**config.mk**
```make
export PLATFORM = sky130hd
export DESIGN_NAME = nrzi_serial_tx
export DESIGN_NICKNAME = d
export VERILOG_FILES = /design/src/rtl/nrzi_tx_pkg.sv /design/src/rtl/tx_bit_timer.sv /design/src/rtl/nrzi_serial_tx.sv
export SDC_FILE = /design/constraint.sdc
export NUM_CORES = 1
export LEC_CHECK = 0
export BUFFER_PORTS_ARGS = -buffer_cell sky130_fd_sc_hd__buf_2
export CELL_PAD_IN_SITES_DETAIL_PLACEMENT = 1
export CELL_PAD_IN_SITES_GLOBAL_PLACEMENT = 2
export CORE_UTILIZATION = 32
export CTS_CLUSTER_DIAMETER = 200
export DETAILED_ROUTE_END_ITERATION = 16
export PLACE_DENSITY = 0.82
export SETUP_SLACK_MARGIN = 0.02
export SLEW_MARGIN = 25
export SYNTH_ARGS = -nofsm -noshare
export SYNTH_HDL_FRONTEND = slang
export SYNTH_SLANG_ARGS = --single-unit
```
**constraint.sdc**
```tcl
create_clock -name clk -period 1.7 [get_ports clk]
set_input_delay 0.17 -clock clk [delete_from_list [all_inputs] [get_ports clk]]
set_output_delay 0.17 -clock clk [all_outputs]
set_load 0.01 [all_outputs]
```
**src/rtl/nrzi_tx_pkg.sv**
```systemverilog
// Shared types and constants for the NRZI serial transmitter.
package nrzi_tx_pkg;

  typedef enum logic [2:0] {
    S_IDLE,
    S_SYNC,
    S_DATA,
    S_STUFF,
    S_EOP_LOW,
    S_EOP_IDLE
  } tx_state_t;

  localparam logic [7:0]  SYNC_BYTE    = 8'h80;
  localparam int unsigned EOP_LOW_BITS = 2;
  localparam logic        LINE_IDLE    = 1'b1;

  // NRZI: a 0 toggles the line, a 1 holds it.
  function automatic logic nrzi_next(input logic prev, input logic data_bit);
    return data_bit ? prev : ~prev;
  endfunction

endpackage

```
**src/rtl/tx_bit_timer.sv**
```systemverilog
// Bit-period timer: strobes on the last clk cycle of every line bit.
module tx_bit_timer #(
  parameter int unsigned CLKS_PER_BIT = 8
) (
  input  logic clk,
  input  logic rst,
  input  logic enable,
  output logic bit_strobe
);

  localparam int unsigned CW = $clog2(CLKS_PER_BIT);
  localparam logic [CW-1:0] LAST = CW'(CLKS_PER_BIT - 1);

  logic [CW-1:0] cnt;

  // Free-running modulo counter, held at zero whenever the transmitter is idle.
  always_ff @(posedge clk) begin
    if (rst || !enable) begin
      cnt <= '0;
    end else if (cnt == LAST) begin
      cnt <= '0;
    end else begin
      cnt <= cnt + CW'(1);
    end
  end

  assign bit_strobe = enable && (cnt == LAST);

endmodule

```
**src/rtl/nrzi_serial_tx.sv**
```systemverilog
// NRZI serial transmitter: SYNC prefix, LSB-first bytes, bit stuffing, EOP.
module nrzi_serial_tx
  import nrzi_tx_pkg::*;
#(
  parameter int unsigned CLKS_PER_BIT = 8,
  parameter int unsigned STUFF_LEN    = 6
) (
  input  logic       clk,
  input  logic       rst,
  input  logic [7:0] tx_data,
  input  logic       tx_valid,
  input  logic       tx_last,
  output logic       tx_ready,
  output logic       serial_out,
  output logic       tx_active,
  output logic       tx_done,
  output logic       tx_underrun
);

  localparam int unsigned ONES_W = $clog2(STUFF_LEN + 1);
  localparam logic [ONES_W-1:0] ONES_MAX = ONES_W'(STUFF_LEN);
  localparam logic [2:0] EOP_LAST_IDX = 3'(EOP_LOW_BITS - 1);

  tx_state_t         state;
  logic              ret_sync;
  logic [2:0]        bit_idx;
  logic [7:0]        shreg;
  logic              sh_last;
  logic [7:0]        hold_data;
  logic              hold_last;
  logic              hold_full;
  logic [ONES_W-1:0] ones;
  logic [ONES_W-1:0] ones_inc;
  logic              nrzi;
  logic              done_pend;

  logic bit_strobe;
  logic accept;
  logic cur_level;
  logic stuff_entry;
  logic byte_end;
  logic from_sync;

  tx_bit_timer #(
    .CLKS_PER_BIT(CLKS_PER_BIT)
  ) u_timer (
    .clk       (clk),
    .rst       (rst),
    .enable    (tx_active),
    .bit_strobe(bit_strobe)
  );

  // Line level of the bit being timed, plus the bit-boundary decisions.
  always_comb begin
    accept   = tx_valid && tx_ready;
    ones_inc = ones + ONES_W'(1);
    case (state)
      S_SYNC, S_DATA: cur_level = nrzi_next(nrzi, shreg[0]);
      S_STUFF:        cur_level = nrzi_next(nrzi, 1'b0);
      S_EOP_LOW:      cur_level = 1'b0;
      default:        cur_level = LINE_IDLE;
    endcase
    stuff_entry = bit_strobe && (state == S_SYNC || state == S_DATA)
                  && shreg[0] && (ones_inc == ONES_MAX);
    // A stuff after bit 7 wraps bit_idx to 0, so the byte decision waits for it.
    byte_end = bit_strobe
               && (((state == S_SYNC || state == S_DATA) && bit_idx == 3'd7 && !stuff_entry)
                   || (state == S_STUFF && bit_idx == 3'd0));
    from_sync = (state == S_SYNC) || (state == S_STUFF && ret_sync);
  end

  // Packet FSM, holding register, shifter, ones counter and registered line.
  always_ff @(posedge clk) begin
    if (rst) begin
      state       <= S_IDLE;
      ret_sync    <= 1'b0;
      bit_idx     <= '0;
      shreg       <= '0;
      sh_last     <= 1'b0;
      hold_data   <= '0;
      hold_last   <= 1'b0;
      hold_full   <= 1'b0;
      ones        <= '0;
      nrzi        <= LINE_IDLE;
      serial_out  <= LINE_IDLE;
      tx_ready    <= 1'b1;
      tx_active   <= 1'b0;
      tx_done     <= 1'b0;
      done_pend   <= 1'b0;
      tx_underrun <= 1'b0;
    end else begin
      tx_underrun <= 1'b0;
      done_pend   <= 1'b0;
      tx_done     <= done_pend;
      serial_out  <= cur_level;

      if (accept) begin
        hold_data <= tx_data;
        hold_last <= tx_last;
        hold_full <= 1'b1;
        tx_ready  <= 1'b0;
      end

      // Assignments below take precedence over the accept path above.
      case (state)
        S_IDLE: begin
          ones <= '0;
          nrzi <= LINE_IDLE;
          if (accept || hold_full) begin
            state     <= S_SYNC;
            shreg     <= SYNC_BYTE;
            sh_last   <= 1'b0;
            bit_idx   <= '0;
            ret_sync  <= 1'b1;
            tx_active <= 1'b1;
          end
        end

        S_SYNC, S_DATA, S_STUFF: begin
          if (bit_strobe) begin
            nrzi <= cur_level;
            if (state == S_STUFF) begin
              ones <= '0;
            end else begin
              shreg   <= shreg >> 1;
              bit_idx <= bit_idx + 3'd1;
              ones    <= (stuff_entry || !shreg[0]) ? '0 : ones_inc;
            end

            if (stuff_entry) begin
              state    <= S_STUFF;
              ret_sync <= (state == S_SYNC);
            end else if (byte_end) begin
              if (!from_sync && sh_last) begin
                state    <= S_EOP_LOW;
                bit_idx  <= '0;
                tx_ready <= 1'b0;
              end else if (hold_full) begin
                shreg     <= hold_data;
                sh_last   <= hold_last;
                hold_full <= 1'b0;
                tx_ready  <= !hold_last;
                bit_idx   <= '0;
                state     <= S_DATA;
              end else begin
                tx_underrun <= 1'b1;
                state       <= S_EOP_LOW;
                bit_idx     <= '0;
                tx_ready    <= 1'b0;
              end
            end else if (state == S_STUFF) begin
              state <= ret_sync ? S_SYNC : S_DATA;
            end
          end
        end

        S_EOP_LOW: begin
          if (bit_strobe) begin
            if (bit_idx == EOP_LAST_IDX) begin
              state <= S_EOP_IDLE;
            end else begin
              bit_idx <= bit_idx + 3'd1;
            end
          end
        end

        S_EOP_IDLE: begin
          if (bit_strobe) begin
            state     <= S_IDLE;
            tx_active <= 1'b0;
            done_pend <= 1'b1;
            nrzi      <= LINE_IDLE;
            tx_ready  <= !hold_full;
          end
        end

        default: state <= S_IDLE;
      endcase
    end
  end

endmodule

```
==> impl_metrics.yaml, run 1 <==
timing:
  worst_slew_pin_slew_ps: 387
  setup_violations: 20
  relSlewSlack_pct: 73.5
  report.final.slew_viol_count: 0
  rsz0062_at_grt: "yes"
  hold_viol_final: 0
  fin_ws_ps: -218
  setup_tns_ps: -2860
  clock.fmax_mhz: 521
  fin_crit_ps: 1920
  post-route-period-util_pct: 113
  skew_ps: 6.14
  hold-worst-slack_ps: 96.0
pwr:
  peakVddDrop_uv: 522
  p_leak_nw: 1.28
  power_mw: 3.41
  power.density_nw_per_um2: 1060
clock_tree:
  hold_buffers: 0
  htreeDepth: 2
  cts-root-buf: "clkbuf_8"
  cts_num_sinks: 39
  numCtsBuffers: 5
  path_clk_slew_ps: 90
  cts_tree: "yes"
  clkLatencyLatePin_ps: 300
  clock_path_buffers: 2
finish:
  syn2layout_area_growth_pct: 50.5
  num_antenna_cells: 0
  final_core_util_pct: 50.2
  num-nets-final: 359
  drive_gt1_share_pct: 43.8
  fillCellCount: 761
setup_path:
  crit-reg2reg-capture: "sh_last"
  crit_path_max_fanout: 10
  rr_worst_depth: 8
  critPathCaptureType: "flop"
  crit_slowest_cell: "a2111oi_4"
  slowest_delay_ps: 440
  critical_path_buf_inv_count: 2
  r2r-start: "ones[1]"
  worstSetupStartpointType: "flop"
  worstPathCellList: "inv_2 -> ha_4 -> and2_4 -> a2111oi_4 -> o211a_4 -> buf_12 -> o22ai_2 -> a31o_1"
  crit_type: "flop to flop"
  r2r_setup_slack_ps: -220
  required_ps: 1900
  arrival_ps: 2120
  cp_top_family: "compound AO/OA/AOI/OAI gates"
yosys:
  synthesis.nets: 284
  synthDistinctLibCells: 54
  synthTopCellsByArea: "dfxtp_1 37%, nand2_1 5.8%, ha_1 4.7%, nand3_1 4.7%, a21oi_1 4.5%"
  synth_top_flop_cell: "dfxtp_1"
  synth.ff_latch_count: 39
  yosysMostFrequentCell: "dfxtp_1"
  syn-mean-instance-area_um2: 8.07
  synth-edff-count: 0
  synth_top_area_cell: "dfxtp_1"
  synth_warnings: 0
  synth_cells: 264
  synth_top_area_share_pct: 36.6
  syn_area_um2: 2130
  yosysSeqAreaShare_pct: 36.6
  async_flop_share_pct: 0
  synth_commonest_cells: "39 x dfxtp_1, 33 x nand2_1, 20 x nand3_1, 19 x a21oi_1, 17 x nor2_1"
global_routing:
  track_usage_pct: 22.4
  grt.busiest_layer: "met2"
  use_met3_pct: 3.96
  use_met2_pct: 39.0
  grt_overflow: 0
  grt_max_degree: 17
  met1_usage_pct: 28.4
  grt_first_pass_wirelength_mm: 12.5
  grt_pass1_vias: 2477
  antenna_found_initial: 0
floorplan:
  io_pins: 17
  die_width_um: 83.6
  initial_core_util_pct: 33.4
  num_rows: 29
  coreArea_um2: 6390
  die_area_um2: 6990
  die_h_um: 83.6
detailed_routing:
  ant_nets: 0
  routedWlPerCell_um: 18.3
  routed_wl_mm: 7.63
  first_iter_violations: 100
  vias_per_cell: 5.50
  first_pass_iters: 4
  num_vias: 2293
  drc_errors: 0
placement:
  pre_cts_ws_ps: -224
  place.port_buffers: 16
  dpl.hpwl_mm: 5.13
  finalWeightedCongestion: 0.862
outcome:
  status: "finished, violations left"
  violations: "setup timing"
flow_run:
  maxCapViolCount: 0
hold_path:
  worstHoldStart: "tx_data[4]"
  hp-class: "primary input to flop"
  min_path_cells: 3
  min_to: "hold_data[4]"
-- stage by stage --
step / instance area [um^2] / cells
after floorplan: 2210 / 264
after global placement: 2710 / 396
after detailed placement: 2710 / 396
after CTS: 3030 / 413
after global routing: 3210 / 417
final: 3210 / 417
-- worst min-delay path, stage by stage --
cell,delay [ps]
buf_2,90
nand2_1,40
a21oi_1,50
-- worst max-delay path by stage --
stage / from / to / cells past startpoint
after global placement: bit_idx[0] / shreg[5] / 7
after global routing: ones[1] / bit_idx[2] / 9
after detailed placement: bit_idx[1] / shreg[6] / 7
final: ones[1] / sh_last / 8
after CTS: ones[1] / shreg[2] / 7
after floorplan: ones[1] / sh_last / 8
-- repair_timing --
action                     in CTS  in global routing
pin swaps                      23                  9
cloned                          1                  1
buffers inserted                8                  5
hold endpoints to repair        0                  0
gates resized for setup        38                 31
setup endpoints to repair      22                 25
-- where the power goes --
group          internal, mW  switching (mW)
registers              1.03          0.0986
clock network         0.294           0.374
logic                 0.728           0.883
total                  2.05            1.36
-- registers in the layout, indices dropped and copies added, names as in the netlist --
name         count
hold_full        1
done_pend        1
tx_done          1
bit_idx          3
tx_active        1
ones             3
nrzi             1
shreg            8
sh_last          1
tx_underrun      1
tx_ready         1
hold_last        1
state            3
hold_data        8
serial_out       1
ret_sync         1
u_timer.cnt      3
-- cells in the final DEF, fill, tap and decap left out, types with 3 or more instances in the layout --
cell      Yosys  layout
buf_6         2      11
nor3_2        2       6
a21oi_1      19      16
o221ai_1      8       6
o21ai_1       0       4
nand3_1      20      18
ha_4          0       5
clkbuf_8      0       5
nand2_1      33      31
buf_4         2      53
nor2_1       17      13
dfxtp_1      39      32
and3_1        4       4
and2_1        7       5
nand2b_1      3       3
o21ai_0      12       6
nor3_1        8       3
a31oi_1       3       3
inv_1        16      13
dfxtp_2       0       5
nor2b_1       6       5
buf_2         5      16
inv_2         0       3
-- per-layer routing --
layer	share of wire, %	wire length, um
met4	1.4	105
met1	45	3440
met3	3.0	226
met5	0	0
met2	51	3860
-- cell type report --
type,instances,area (um^2),share of cell area [%]
clock buffers,5,68.8,2.15
clock inverters,3,23.8,0.741
inverters,16,60.1,1.87
multi-input cells,194,1500,46.7
flip-flops and latches,39,795,24.8
well taps,77,96.3,3.00
repair buffers,83,667,20.8
-- logic make-up after synthesis --
group	Yosys count	share of synthesized area, %
simple gates	111	26.0
compound gates	70	23.6
flops	39	36.6
buf+inv	31	6.81
fa+ha+maj	9	5.17
xor+xnor	3	1.23
mux	1	0.528
(Power assumes the default switching activity.)
==> inputs of run 2 (changes only) <==
--- a/config.mk
+++ b/config.mk
@@ -8,7 +8,7 @@
 export BUFFER_PORTS_ARGS = -buffer_cell sky130_fd_sc_hd__buf_2
 export CELL_PAD_IN_SITES_DETAIL_PLACEMENT = 1
 export CELL_PAD_IN_SITES_GLOBAL_PLACEMENT = 2
-export CORE_UTILIZATION = 32
+export CORE_UTILIZATION = 33
 export CTS_CLUSTER_DIAMETER = 200
 export DETAILED_ROUTE_END_ITERATION = 16
 export PLACE_DENSITY = 0.82
@@ -16,4 +16,5 @@
 export SLEW_MARGIN = 25
 export SYNTH_ARGS = -nofsm -noshare
 export SYNTH_HDL_FRONTEND = slang
+export SYNTH_HIERARCHICAL = 1
 export SYNTH_SLANG_ARGS = --single-unit
==> impl_metrics.yaml, run 2 <==
finish:
  drive_gt1_share_pct: 42.2
  syn2layout_area_growth_pct: 47.1
  fillCellCount: 749
  fin_area_um2: 3230
  layout_common_cells: "67 x buf_4, 37 x dfxtp_1, 28 x nand2_1"
  num_antenna_cells: 0
  final_common_cell: "buf_4"
  num-nets-final: 361
  reg_top3: "hold_data: 8 flops, shreg: 8 flops"
timing:
  clock.fmax_mhz: 466
  skew_ps: 10.6
  worst_slew_pin_slew_ps: 388
  fin_crit_ps: 2140
  hold_viol_final: 0
  setup_violations: 22
  hold-worst-slack_ps: 112
  rsz0062_at_grt: "yes"
  report.final.slew_viol_count: 0
  post-route-period-util_pct: 126
  relSlewSlack_pct: 74.1
  fin_ws_ps: -444
floorplan:
  die_width_um: 83.5
  io_pins: 17
  initial_core_util_pct: 34.3
  coreArea_um2: 6390
  die_h_um: 83.5
  num_rows: 29
  die_area_um2: 6980
outcome:
  status: "finished, violations left"
  violations: "setup timing"
yosys:
  synth_top_area_share_pct: 35.6
  synth_cells: 257
  yosysMostFrequentCell: "dfxtp_1"
  synth_commonest_cells: "39 x dfxtp_1, 28 x nand2_1, 23 x a21oi_1, 16 x nor2_1, 10 x o21ai_0"
  yosysSeqAreaShare_pct: 35.6
  synthDistinctLibCells: 57
  synth_warnings: 6
  synth_top_area_cell: "dfxtp_1"
  synthesis.nets: 277
  synth-edff-count: 0
  async_flop_share_pct: 0
  synthTopCellsByArea: "dfxtp_1 36%, a21oi_1 5.2%, nand2_1 4.8%, ha_1 4.6%, a32o_1 3.7%"
  synth_top_flop_cell: "dfxtp_1"
  syn_area_um2: 2190
  syn-mean-instance-area_um2: 8.53
  synth.ff_latch_count: 39
hold_path:
  hp-class: "primary input to flop"
  min_path_cells: 3
detailed_routing:
  vias_per_cell: 5.59
  first_pass_iters: 4
  routedWlPerCell_um: 19.0
  first_iter_violations: 97
  routed_wl_mm: 7.95
  num_vias: 2338
  ant_nets: 0
  drc_errors: 0
global_routing:
  grt_max_degree: 16
  grt_pass1_vias: 2520
  grt_overflow: 0
  grt_first_pass_wirelength_mm: 12.9
  track_usage_pct: 23.5
  antenna_found_initial: 0
setup_path:
  crit_path_max_fanout: 5
  crit_type: "flop to flop"
  required_ps: 1900
  worstSetupStartpointType: "flop"
  critPathCaptureType: "flop"
  rr_worst_depth: 9
  arrival_ps: 2340
flow_run:
  maxCapViolCount: 0
clock_tree:
  hold_buffers: 0
  htreeDepth: 2
  cts_tree: "yes"
  clkLatencyLatePin_ps: 300
  cts_num_sinks: 39
  path_clk_slew_ps: 80
  numCtsBuffers: 5
  cts-root-buf: "clkbuf_8"
  clock_path_buffers: 2
pwr:
  peakVddDrop_uv: 484
  power.density_nw_per_um2: 893
  p_leak_nw: 1.31
placement:
  dpl.hpwl_mm: 5.10
  pre_cts_ws_ps: -489
  finalWeightedCongestion: 0.817
  place.port_buffers: 16
  dpl_cell_area_um2: 2790
run 2: cell count changes in the layout (fill, tap and decap cells not counted), sizes merged, moves of 3 or more:
cell / before / now
a21oi: 19 / 27
a32o: 0 / 8
and3: 4 / 1
buf: 82 / 91
inv: 17 / 9
mux2i: 0 / 6
nand2: 33 / 28
nand2b: 3 / 6
nand3: 20 / 7
nor3: 10 / 5
o211a: 3 / 0
o21ai: 12 / 19
o221ai: 8 / 2
or3: 1 / 9
run 2: path summary, 6_finish.rpt:
path | slack [ps] | to | startpoint
max | -440 | shreg[1] | u_timer/cnt[0]
min | 110 | hold_data[0] | tx_data[0]
max reg2reg | -440 | shreg[1] | u_timer/cnt[0]
min reg2reg | 450 | tx_done | done_pend
run 2: layer usage:
metal	track usage, %	vias up	part of all wire (%)
met2	41.3	50	52
met5	0	-	0
met1	28.3	1165	43
met4	9.71	0	2.7
li1	-	1102	-
met3	3.96	21	2.4
run 2: cell families (layout without fill, tap and decap cells):
kind of cell / Yosys count / count (layout) / synth area share, %
flops: 39 / 39 / 35.6
fa+ha+maj: 10 / 10 / 5.48
xor+xnor: 3 / 3 / 1.20
buf+inv: 26 / 107 / 5.70
simple gates: 98 / 98 / 26.1
compound gates: 75 / 78 / 23.2
mux: 6 / 6 / 2.74
run 2: layout make-up:
class / count / area (um^2) / area share (%)
Clock inverter: 2 / 37.5 / 1.16
Sequential cell: 39 / 783 / 24.3
Multi-Input combinational cell: 195 / 1530 / 47.5
Tap cell: 77 / 96.3 / 2.99
Inverter: 9 / 33.8 / 1.05
Clock buffer: 5 / 68.8 / 2.13
Timing Repair Buffer: 91 / 673 / 20.9
run 2: through the flow:
| step | total power [mW] | setup TNS [ps] | cells | utilization (%) |
|---|---|---|---|---|
| after detailed placement | 1.97 | -8090 | 394 | 43.7 |
| final | 2.88 | -7410 | 418 | 50.5 |
| after CTS | 2.83 | -6550 | 415 | 49.3 |
| after global routing | 3.01 | -9230 | 418 | 50.5 |
| after floorplan | 1.49 | -3210 | 257 | - |
| after global placement | 1.93 | -6690 | 394 | 43.7 |
run 2: repair_timing:
item	4_1_cts	5_1_grt
buffers inserted	12	2
pin swaps	20	15
gates cloned	2	1
gates resized for setup	29	13
endpoints found under the setup margin	23	24
run 2: where the power goes:
part | switching, mW | total, mW | internal [mW]
registers | 0.0614 | 1.04 | 0.978
clock network | 0.362 | 0.791 | 0.429
logic | 0.554 | 1.05 | 0.497
total | 0.977 | 2.88 | 1.90
run 2: worst max-delay path, stage by stage, from the launching register on:
cell	delay, ps
dfxtp_2	350
ha_4	130
ha_4	120
and2_4	180
nand2b_4	80
nor4_4	290
buf_4	190
a21oi_4	50
or3_4	380
a32o_1	260
